## config.mk

```make
export PLATFORM = sky130hd
export DESIGN_NAME = debounce_edge
export DESIGN_NICKNAME = d
export VERILOG_FILES = /design/src/rtl/seq_logic_pkg.sv /design/src/rtl/sync_2ff.sv /design/src/rtl/debounce_edge.sv
export SDC_FILE = /design/constraint.sdc
export NUM_CORES = 1
export LEC_CHECK = 0
export BUFFER_PORTS_ARGS = -buffer_cell sky130_fd_sc_hd__buf_2
export CORE_AREA = 2 2 39 41
export CTS_CLUSTER_SIZE = 24
export DETAILED_ROUTE_END_ITERATION = 10
export DIE_AREA = 0 0 41 43
export HOLD_SLACK_MARGIN = 0.05
export SLEW_MARGIN = 10
export SYNTH_ARGS = -nofsm -noshare
export SYNTH_HDL_FRONTEND = slang
export SYNTH_HIERARCHICAL = 1
export SYNTH_SLANG_ARGS = --single-unit
```

## constraint.sdc

```tcl
create_clock -name clk -period 4 [get_ports clk]
set_clock_uncertainty 0.15 [all_clocks]
set_input_delay 0 -clock clk [delete_from_list [all_inputs] [get_ports clk]]
set_output_delay 0 -clock clk [all_outputs]
set_load 0.02 [all_outputs]
```

## src/rtl/seq_logic_pkg.sv

```systemverilog
// Shared state encodings for small sequential control blocks.
// Debounce FSM: two stable levels and two counting states between them.
package seq_logic_pkg;

   typedef enum logic [1:0] {
      IDLE_LO = 2'b00,
      WAIT_HI = 2'b01,
      IDLE_HI = 2'b10,
      WAIT_LO = 2'b11
   } db_state_t;

endpackage

```

## src/rtl/sync_2ff.sv

```systemverilog
// Two-flop synchronizer for a single asynchronous level into the clk domain.
// Latency two edges; no flow control.
module sync_2ff (
   input  logic clk,
   input  logic rst,
   input  logic d,
   output logic q
);

   logic meta;

   always_ff @(posedge clk) begin
      if (rst) begin
         meta <= 1'b0;
         q    <= 1'b0;
      end else begin
         meta <= d;
         q    <= meta;
      end
   end

endmodule

```

## src/rtl/debounce_edge.sv

```systemverilog
// Debounces a raw level and emits one-cycle rise/fall pulses aligned with q_db.
// A clean step shows on q_db STABLE_CYCLES+2 edges after d_in changes; no flow control.
module debounce_edge
   import seq_logic_pkg::*;
#(
   parameter int STABLE_CYCLES = 16
) (
   input  logic clk,
   input  logic rst,
   input  logic d_in,
   output logic q_db,
   output logic rise,
   output logic fall
);

   localparam int CNT_W = $clog2(STABLE_CYCLES);
   localparam logic [CNT_W-1:0] CNT_LAST = CNT_W'(STABLE_CYCLES - 1);
   localparam logic [CNT_W-1:0] CNT_ONE  = CNT_W'(1);

   logic             s;
   db_state_t        state;
   logic [CNT_W-1:0] cnt;

   sync_2ff u_sync (
      .clk (clk),
      .rst (rst),
      .d   (d_in),
      .q   (s)
   );

   // cnt counts samples of the new level already seen, so it tops out at CNT_LAST
   always_ff @(posedge clk) begin
      if (rst) begin
         state <= IDLE_LO;
         cnt   <= '0;
         q_db  <= 1'b0;
         rise  <= 1'b0;
         fall  <= 1'b0;
      end else begin
         rise <= 1'b0;
         fall <= 1'b0;
         case (state)
            IDLE_LO: begin
               if (s) begin
                  state <= WAIT_HI;
                  cnt   <= CNT_ONE;
               end else begin
                  cnt   <= '0;
               end
            end
            WAIT_HI: begin
               if (!s) begin
                  state <= IDLE_LO;
                  cnt   <= '0;
               end else if (cnt == CNT_LAST) begin
                  state <= IDLE_HI;
                  q_db  <= 1'b1;
                  rise  <= 1'b1;
                  cnt   <= '0;
               end else begin
                  cnt   <= cnt + CNT_ONE;
               end
            end
            IDLE_HI: begin
               if (!s) begin
                  state <= WAIT_LO;
                  cnt   <= CNT_ONE;
               end else begin
                  cnt   <= '0;
               end
            end
            WAIT_LO: begin
               if (s) begin
                  state <= IDLE_HI;
                  cnt   <= '0;
               end else if (cnt == CNT_LAST) begin
                  state <= IDLE_LO;
                  q_db  <= 1'b0;
                  fall  <= 1'b1;
                  cnt   <= '0;
               end else begin
                  cnt   <= cnt + CNT_ONE;
               end
            end
            default: begin
               state <= IDLE_LO;
               cnt   <= '0;
               q_db  <= 1'b0;
            end
         endcase
      end
   end

endmodule

```

==> impl_metrics.ini <==
[status]
outcome = finished clean

[route]
ant_nets = 0
drc_errors = 0
drt_pass1_iterations = 2
drt_wl_total_um = 607
vias = 268
drtIter0Drc = 4
wl_per_cell_um = 9.635
via_per_inst = 4.254

[power]
power_frac_clock_pct = 37.3
seqPwrFrac_pct = 57.7
powerDensity_nw_per_um2 = 381.4
intPower_mw = 0.1544
vdd_drop_max_mv = 0.1546
switching_share_pct = 21.86
p_sw_mw = 0.04320
p_leak_nw = 0.2281
p_comb_share_pct = 5.0

[finish]
fill_cells = 140
n_antenna_cell = 0
fin_cells = 63
multiInputGateArea_sq_um = 187.7
fin_area_sq_um = 518.0
nets = 52
final-seq-area_sq_um = 220.2
area_delta_synth_final_pct = 24.70
final_layout_size_suffix_gt1_share_pct = 27.66

[sta]
setup_tns_ns = 0
slew_viol_final = 0
worstMarginPinSlew_ns = 0.2391
post-route-min-period_ns = 1.482
max-slew-margin-rel_pct = 84.04
setup_viol = 0
rsz0062_at_grt = no
finalHoldViolCount = 0
min_period_over_period_pct = 37.04
fmax_ghz = 0.6749

[yosys]
ys_ff_latch = 11
syn_area_sq_um = 415.4
synth_top_area_share_pct = 53.01
yosysWarnings = 6
ys_types = 19
post-synth-top-area-cell = dfxtp_1
syn_area_per_cell_sq_um = 11.87
seq_area_frac_synth_pct = 53.01
synth_commonest_cells = 11 x dfxtp_1, 3 x nor2_1
yosys_most_used_dff = dfxtp_1
synth_area_leaders = dfxtp_1 53%, nand4_4 5.1%, a21boi_4 4.5%, a311oi_2 3.6%, nand3b_1 3.6%
syn_nets = 39
post-synth-top-count-cell = dfxtp_1
netlist_instances = 35
synthArstFlopShare_pct = 0
synth_edf_count = 0

[clock_tree]
clk_latency_ns = 0.26
htree_levels = 1
root_buffer = clkbuf_4
cts_resized = 0
cts_sinks = 11
clk_pin_slew_ns = 0.07
cts_buffers = 3
clockBufferDepth = 2
cts_tree = done

[critical_path]
setup.worst_path.start_class = flip-flop
cp_num_buf_inv = 0
crit_path_end_kind = flip-flop
critPathArrivalTime_ns = 1.48
critPathKind = reg2reg
crit_family = flip-flops
cp_num_cells = 4
required_ns = 4.00
crit_chain = ha_1 > nand4_4 > and3b_2 > a21boi_4
crit_path_top_delay_cell = dfxtp_1
max_stage_delay_ns = 0.42
r2r_cells = 4
rrSetupSlack_ns = 2.52
cp_max_fo = 6

[floorplan]
dieArea_sq_um = 1763
die_h_um = 43
core-area_sq_um = 1384
core.rowCount = 14
io_pins = 6
die_w_um = 41
start_util_pct = 30.02

[global_routing]
grt_pass1_vias = 252
grt_antenna_before_repair = 0
grt_overflow = 0
grt_usage_pct = 9.274
grt_pass1_wl_mm = 1.069
grt_max_degree = 9

[min_path]
hold_class = reg2reg
worstHoldPathCells = 1

[placement]
place_area_sq_um = 460.4
gp_congestion = 0.6210
dp.cells = 56
io_buffers = 5

[run]
max_cap_viol_count = 0
[worst reg2reg max path, stage by stage (launching register included)]
cell and delay [ns]:
dfxtp_1 0.42, ha_1 0.28, nand4_4 0.15, and3b_2 0.24, a21boi_4 0.13
[power groups by stage]
stage | clock, mW | combinational, mW | sequential, mW
final | 0.0737 | 0.00992 | 0.114
after global routing | 0.0845 | 0.0109 | 0.114
after CTS | 0.0777 | 0.00989 | 0.114
after detailed placement | 0 | 0.00769 | 0.117
after global placement | 0 | 0.00760 | 0.117
after floorplan | 0 | 0.00340 | 0.117
[metrics by stage]
stage	setup WS, ns	util, %	power (mW)	hold WS (ns)
3_3_place_gp	2.532	33.27	0.1242	0.06122
3_5_place_dp	2.523	33.27	0.1243	0.06448
4_1_cts	2.511	37.43	0.2016	0.2943
2_1_floorplan	2.591	-	0.1209	-0.08059
5_1_grt	2.429	37.43	0.2098	0.3352
6_report	2.518	37.43	0.1976	0.2962
[repair_timing]
item / 4_1_cts / 5_1_grt
hold endpoints to repair: 9 / 0
hold buffers: 3 / 0
setup buffers: 0 / 0
[worst paths after layout]
kind,startpoint,end
setup / recovery,cnt[0]$_SDFF_PP0_,cnt[0]$_SDFF_PP0_
hold / removal,u_sync/meta$_SDFF_PP0_,u_sync/q$_SDFF_PP0_
setup reg to reg,cnt[0]$_SDFF_PP0_,cnt[0]$_SDFF_PP0_
hold reg to reg,u_sync/meta$_SDFF_PP0_,u_sync/q$_SDFF_PP0_
[logic make-up after synthesis]
logic type	Yosys count	share of synthesized area, %
simple gates	12	21.38
mux	1	2.410
compound gates	6	14.16
flops	11	53.01
buf+inv	2	1.808
xor+xnor	2	4.218
fa+ha+maj	1	3.012
[flip-flops by register name, summed over array words and instances, names as in the netlist, named ones only]
name,count
u_sync/q,1
fall,1
rise,1
state,1
cnt,4
q_db,1
u_sync/meta,1
[layout by cell type, fill, tap and decap left out]
cell	n
dfxtp_1	11
a21o_1	1
and3b_2	1
clkbuf_4	3
xnor2_1	1
o21ai_0	1
clkinv_2	1
ha_1	1
dlygate4sd3_1	3
nor2b_1	2
nand2_1	1
inv_1	2
a21boi_4	1
nand3b_1	2
xor2_1	1
a311oi_2	1
a31oi_1	2
nand4_4	1
buf_2	5
mux2i_1	1
nor2_1	3
nor4_1	1
nor4b_1	1
[layout make-up]
cell class              instances  share of cell area (%)
clock buffers                   3                   4.348
flip-flops and latches         11                   42.51
repair buffers                  8                   10.63
multi-input cells              22                   36.23
inverters                       2                   1.449
well taps                      16                   3.865
clock inverters                 1                  0.9662
[per-layer routing]
layer	share of wire (%)	global-route usage (%)	vias to the layer above
met2	36	10.00	4
met4	0	4.000	0
met5	0	0	-
met3	3.0	6.283	0
li1	-	-	151
met1	61	13.68	113
(Power assumes the default switching activity.)
